--- src/rtl/booth_divider.sv ---
// booth_divider: sequential signed divider using restoring division on operand
// magnitudes, one iteration per clock, with sign correction in a final FIX cycle.
// Quotient truncates toward zero; the remainder takes the dividend's sign.
// Optional feature macro: BOOTH_DIVIDER_DBZ_EN (zero-divisor detect, 1-edge result, dbz flag).
// dbg_state exposes the FSM state (0=IDLE 1=DIVIDE 2=FIX 3=DONE).
//
// Handshake: a start pulse sampled high at a rising edge loads dvd/dvs and
// drops ready. ready rises once quot/rem hold a valid result and stays high
// until the next start or reset. Asserting start again at any time discards
// the current division and restarts it with the new operands.
module booth_divider #(
    parameter int w = 8
) (
    input  logic         clk,
    input  logic         rst_n,
    input  logic         start,
    input  logic [w-1:0] dvd,
    input  logic [w-1:0] dvs,
    output logic [w-1:0] quot,
    output logic [w-1:0] rem,
    output logic         ready,
    output logic         dbz,
    output logic [1:0]   dbg_state
);

    typedef enum logic [1:0] {IDLE = 2'd0, DIVIDE = 2'd1, FIX = 2'd2, DONE = 2'd3} state_t;

    localparam int CW = (w > 1) ? $clog2(w) : 1;
    localparam logic [CW-1:0] LAST = CW'(w - 1);

    state_t        state_q;
    logic [CW-1:0] cnt_q;
    logic [w-1:0]  dvs_mag_q;
    logic [w-1:0]  q_q;
    // Partial remainder is always below the divisor magnitude (<= 2^(w-1)),
    // so w stored bits suffice; the trial subtraction below runs at w+1 bits.
    logic [w-1:0]  r_q;
    logic          sign_q_q;
    logic          sign_r_q;
    logic [w-1:0]  quot_q;
    logic [w-1:0]  rem_q;
    logic          ready_q;
    logic          dbz_q;
`ifdef BOOTH_DIVIDER_DBZ_EN
    logic          zero_q;
    logic [w-1:0]  dvd_q;
`endif

    logic [w-1:0]  dvd_mag_d;
    logic [w-1:0]  dvs_mag_d;
    logic [w:0]    r_shift;
    logic [w:0]    r_trial;
    logic [w-1:0]  r_d;
    logic [w-1:0]  q_d;
    logic [w-1:0]  quot_fix_d;
    logic [w-1:0]  rem_fix_d;

    // Operand magnitudes, one restoring iteration, and the sign-corrected results.
    always_comb begin
        dvd_mag_d  = dvd[w-1] ? -dvd : dvd;
        dvs_mag_d  = dvs[w-1] ? -dvs : dvs;
        r_shift    = {r_q, q_q[w-1]};
        r_trial    = r_shift - {1'b0, dvs_mag_q};
        r_d        = r_trial[w-1:0];
        q_d        = {q_q[w-2:0], 1'b1};
        if (r_trial[w]) begin
            r_d = r_shift[w-1:0];
            q_d = {q_q[w-2:0], 1'b0};
        end
        quot_fix_d = sign_q_q ? -q_q : q_q;
        rem_fix_d  = sign_r_q ? -r_q : r_q;
    end

    // Divider FSM with registered outputs; start wins in every state.
    always_ff @(posedge clk or negedge rst_n) begin
        if (!rst_n) begin
            state_q   <= IDLE;
            cnt_q     <= '0;
            dvs_mag_q <= '0;
            q_q       <= '0;
            r_q       <= '0;
            sign_q_q  <= 1'b0;
            sign_r_q  <= 1'b0;
            quot_q    <= '0;
            rem_q     <= '0;
            ready_q   <= 1'b0;
            dbz_q     <= 1'b0;
`ifdef BOOTH_DIVIDER_DBZ_EN
            zero_q    <= 1'b0;
            dvd_q     <= '0;
`endif
        end else if (start) begin
            dvs_mag_q <= dvs_mag_d;
            q_q       <= dvd_mag_d;
            r_q       <= '0;
            cnt_q     <= '0;
            sign_q_q  <= dvd[w-1] ^ dvs[w-1];
            sign_r_q  <= dvd[w-1];
            quot_q    <= '0;
            rem_q     <= '0;
            ready_q   <= 1'b0;
            dbz_q     <= 1'b0;
`ifdef BOOTH_DIVIDER_DBZ_EN
            zero_q    <= (dvs == '0);
            dvd_q     <= dvd;
            state_q   <= (dvs == '0) ? FIX : DIVIDE;
`else
            state_q   <= DIVIDE;
`endif
        end else begin
            case (state_q)
                DIVIDE: begin
                    r_q   <= r_d;
                    q_q   <= q_d;
                    cnt_q <= cnt_q + 1'b1;
                    if (cnt_q == LAST) begin
                        state_q <= FIX;
                    end
                end
                FIX: begin
`ifdef BOOTH_DIVIDER_DBZ_EN
                    if (zero_q) begin
                        quot_q <= '1;
                        rem_q  <= dvd_q;
                        dbz_q  <= 1'b1;
                    end else begin
                        quot_q <= quot_fix_d;
                        rem_q  <= rem_fix_d;
                    end
`else
                    quot_q <= quot_fix_d;
                    rem_q  <= rem_fix_d;
`endif
                    ready_q <= 1'b1;
                    state_q <= DONE;
                end
                default: ;
            endcase
        end
    end

    assign quot      = quot_q;
    assign rem       = rem_q;
    assign ready     = ready_q;
    assign dbz       = dbz_q;
    assign dbg_state = state_q;

endmodule

--- config.mk ---
export PLATFORM = sky130hd
export DESIGN_NAME = booth_divider
export DESIGN_NICKNAME = d
export VERILOG_FILES = /design/src/rtl/booth_divider.sv
export SDC_FILE = /design/constraint.sdc
export NUM_CORES = 1
export LEC_CHECK = 0
export CAP_MARGIN = 40
export CORE_MARGIN = 4
export CORE_UTILIZATION = 50
export CTS_CLUSTER_SIZE = 16
export DETAILED_ROUTE_END_ITERATION = 8
export PLACE_DENSITY = 0.74
export SLEW_MARGIN = 20
export SYNTH_ARGS = -nofsm -noshare
export SYNTH_HDL_FRONTEND = slang
export SYNTH_SLANG_ARGS = --single-unit
--- constraint.sdc ---
create_clock -name clk -period 2.6 [get_ports clk]
set_clock_uncertainty 0.05 [all_clocks]
set_input_delay 0.52 -clock clk [delete_from_list [all_inputs] [get_ports clk]]
set_output_delay 0.52 -clock clk [all_outputs]
set_load 0.05 [all_outputs]
==> summary.txt <==
Run status
  • Outcome: complete, no violations

Worst setup path
  • Cell chain of the critical path: inv_1 > ha_1 > fa_1 > nor2b_4 > o31a_4 > o221a_4 > nor2_8 > mux2_4 > a211oi_2
  • Reg2reg path depth: 9
  • Crit path DAT: 2.65 ns
  • Crit end category: flip-flop
  • R2R Path End: r_q[1]
  • Crit. path cell count: 9
  • Flop-to-flop setup slack: 0.13 ns
  • Worst Path Buf+Inv: 1
  • CP Class: reg2reg
  • RR Startpoint: q_q[7]
  • Worst Setup Start Kind: flip-flop
  • Crit path capture: r_q[1]
  • Slowest stage delay, CP: 0.37 ns
  • Crit. Startpoint: q_q[7]
  • CP max FO: 10
  • Worst path slowest cell: dfrtp_1
  • Crit-path leading delay family: compound AO/OA/AOI/OAI gates
  • CP required: 2.78 ns

Placement
  • Placed Cells: 422
  • Routability cong.: 0.898
  • Port buffer count: 37
  • Dpl hpwl: 4440 um
  • Area after DPL: 0.00341 mm2

Floorplan
  • Die H: 84.6 um
  • FP Rows: 27
  • Initial Util: 52.3%
  • Die Wd: 84.6 um
  • Boundary Pins: 39
  • Core box area: 0.00561 mm2
  • Die ar.: 0.00716 mm2

Power
  • Sequential share of power: 38.2%
  • Sw frac: 37.2%
  • Worst vdd ir: 0.000336 V
  • Sw Pwr: 918 uW
  • Power Density: 705 mW/mm2
  • Comb pwr share: 42.9%
  • Pint: 1.55 mW
  • Clock power share: 18.9%
  • Leakage: 1.59 nW

Run
  • Max-Cap Viols: 0

Synthesis
  • Post-synthesis mux area share: 5.71%
  • Syn Std Cell Area: 0.00293 mm2
  • Largest family of logic cells by synthesized area: compound AO/OA/AOI/OAI gates
  • Yosys warns: 0
  • Number of synthesized register bits: 48
  • Prevailing post-synth register cell: dfrtp_1
  • Unique masters post-synth: 47
  • Syn Nets: 353
  • Compound-gate portion of the synthesized area: 17.1%
  • Seq/Total Area, Yosys: 40.9%
  • Number of enable flip-flop cells after synthesis: 0
  • Average size of a mapped cell: 9.20 um2
  • Async S/R FF share, synth: 100%
  • Syn Inst Count: 319
  • Synth Area in Adders: 6.65%
  • Area share of xor/xnor cells in the synthesized design: 8.66%
  • Simple-gate area share of the yosys netlist: 16.2%

Timing
  • Setup violators final: 0
  • RSZ-0062 raised after global routing: no
  • Rel. slew slack: 57.6%
  • Hold Fails Final Rpt: 0
  • Pins Over Slew Limit: 0
  • Final period util: 95.1%
  • Tmin final: 2.47 ns
  • Max Fclk: 0.405 GHz
  • Setup TNS: 0 ns
  • Worst Max-Slew Pin Slew: 0.636 ns

GRT
  • GRT busiest layer: met2
  • First-pass GRT wire length: 9660 um
  • Pin count of the biggest net entering global routing: 32
  • Met3 usage: 2.65%
  • Antenna violations before repair: 0
  • Number of global-route vias before repair: 2,078
  • Gr usage total: 16.6%
  • GRT Residual Overflow: 0
  • Met1 Track Usage GR: 22.9%
  • Met2 Resource Use GR: 26.2%

Hold path
  • Worst Hold Class: in2async

Layout
  • Filler cells: 489
  • Nets: 391
  • Finished Layout Cells: 430
  • Layout cells sized above 1: 8.10%
  • Post-route cell area: 0.00350 mm2
  • Sequential standard cell area: 0.00120 mm2
  • Final core occ: 62.5%
  • Antenna diode count: 0
  • Multi-input logic area: 0.00160 mm2
  • Synth-to-layout area growth: 19.4%

Clock network
  • Root buf cell: clkbuf_8
  • Num CTS Buffers: 5
  • Max Buffers Root-to-Sink: 2
  • # H-tree levels: 2
  • PostCTS Resize Cnt: 0
  • # Post-CTS Setup Buffers: 0
  • Hold_buf cts: 0
  • Sink Count: 48
  • TritonCTS clock tree: yes
  • Clock-pin slew on the worst setup and hold paths: 0.09 ns
  • Clk_lat worst skew: 0.30 ns

Route
  • Final ANT Viol Nets: 0
  • DRT Pass-1 Iters: 4
  • Vias/cell: 5.26
  • Iter 0 DRT Violations: 103
  • WL/cell: 13.4 um
  • Vias post-DR: 2,262
  • Residual DRC: 0
  • Drt total wl: 5760 um
-- worst min path at each step --
stage,from,to,slack [ns],cells after the start
2_1_floorplan,rst_n,cnt_q[0],0.17,0
3_3_place_gp,rem[1],rem[1],0.41,2
3_5_place_dp,rem[1],rem[1],0.42,2
4_1_cts,rst_n,dvs_mag_q[4],0.17,1
5_1_grt,rst_n,dvs_mag_q[4],0.19,1
6_report,rst_n,dvs_mag_q[4],0.15,1
-- flip-flops by register name (all words and copies together) (netlist names) --
signal     cells
rem            8
sign_q_q       1
dbg_state      2
q_q            8
ready          1
quot           8
cnt_q          3
r_q            8
sign_r_q       1
dvs_mag_q      8
-- metal layers --
| layer | vias to the layer above | wire length (um) |
|---|---|---|
| li1 | 1163 | - |
| met1 | 1048 | 2810 |
| met2 | 44 | 2620 |
| met3 | 7 | 240 |
| met4 | 0 | 92 |
| met5 | - | 0 |
-- layout make-up --
type / instances / area share, %
multi-input combinational: 236 / 45.6
timing repair buffer: 46 / 12.7
sequential: 48 / 34.3
tap: 72 / 2.57
clock inverter: 1 / 0.214
clock buffer: 7 / 2.46
inverter: 20 / 2.14
-- cells in the final DEF (no fill, tap or decap), types with 6 or more instances in the layout --
cell type,netlist,routed
dfrtp_1,48,48
nand2_1,43,43
clkdlybuf4s50_1,0,36
nor2_1,31,31
o21ai_0,26,26
inv_1,20,20
a21oi_1,19,19
xnor2_1,16,16
ha_1,14,14
xor2_1,13,13
mux2i_1,13,13
buf_4,1,8
nand2b_1,6,6
a211oi_1,6,6
clkbuf_8,0,6
-- cell families after synthesis --
| group | after synthesis |
|---|---|
| AND/OR/NAND/NOR | 101 |
| AO/OA/AOI/OAI | 74 |
| flip-flops | 48 |
| buffers and inverters | 35 |
| XOR/XNOR | 29 |
| multiplexers | 16 |
| adder cells (fa/ha/maj) | 15 |
| other | 1 |
-- power by group through the flow --
stage	clock network, mW	registers (mW)	logic [mW]
finish	0.466	0.944	1.06
global route	0.504	0.957	1.17
CTS	0.475	0.942	1.06
detailed placement	0	0.954	1.06
global placement	0	0.950	1.03
floorplan	0	0.935	0.809
-- synthesized netlist by cell type, drive strengths merged, types with 2 or more instances --
cell type	number	area share, %
nand2b	6	1.3
xor2	13	3.9
o31ai	6	1.7
xnor2	16	4.8
a21oi	19	3.2
nand2	43	5.5
mux2i	13	4.4
ha	14	6.0
o21ai	27	4.6
nand3	3	0.51
inv	20	2.6
nor2b	5	1.3
nand3b	2	0.51
o32ai	3	1.5
nor2	32	4.6
clkbuf	13	1.7
dfrtp	48	41
a211oi	7	2.0
a31o	3	0.90
mux2	3	1.3
buf	2	0.38
or3	5	1.1
-- per-stage QoR --
| step | setup WS [ns] | hold WS (ns) | total power [mW] |
|---|---|---|---|
| 2_1_floorplan | 0.309 | 0.174 | 1.74 |
| 3_3_place_gp | 0.236 | 0.411 | 1.98 |
| 3_5_place_dp | 0.149 | 0.420 | 2.01 |
| 4_1_cts | 0.136 | 0.170 | 2.48 |
| 5_1_grt | 0.0470 | 0.195 | 2.63 |
| 6_report | 0.128 | 0.149 | 2.47 |
-- worst register-to-register path, stage by stage, from the launching register on --
cell	delay [ns]
dfrtp_1	0.37
inv_1	0.12
ha_1	0.20
fa_1	0.26
nor2b_4	0.06
o31a_4	0.30
o221a_4	0.28
nor2_8	0.21
mux2_4	0.32
a211oi_2	0.21
Note: power is estimated with default switching activity, not from simulation.
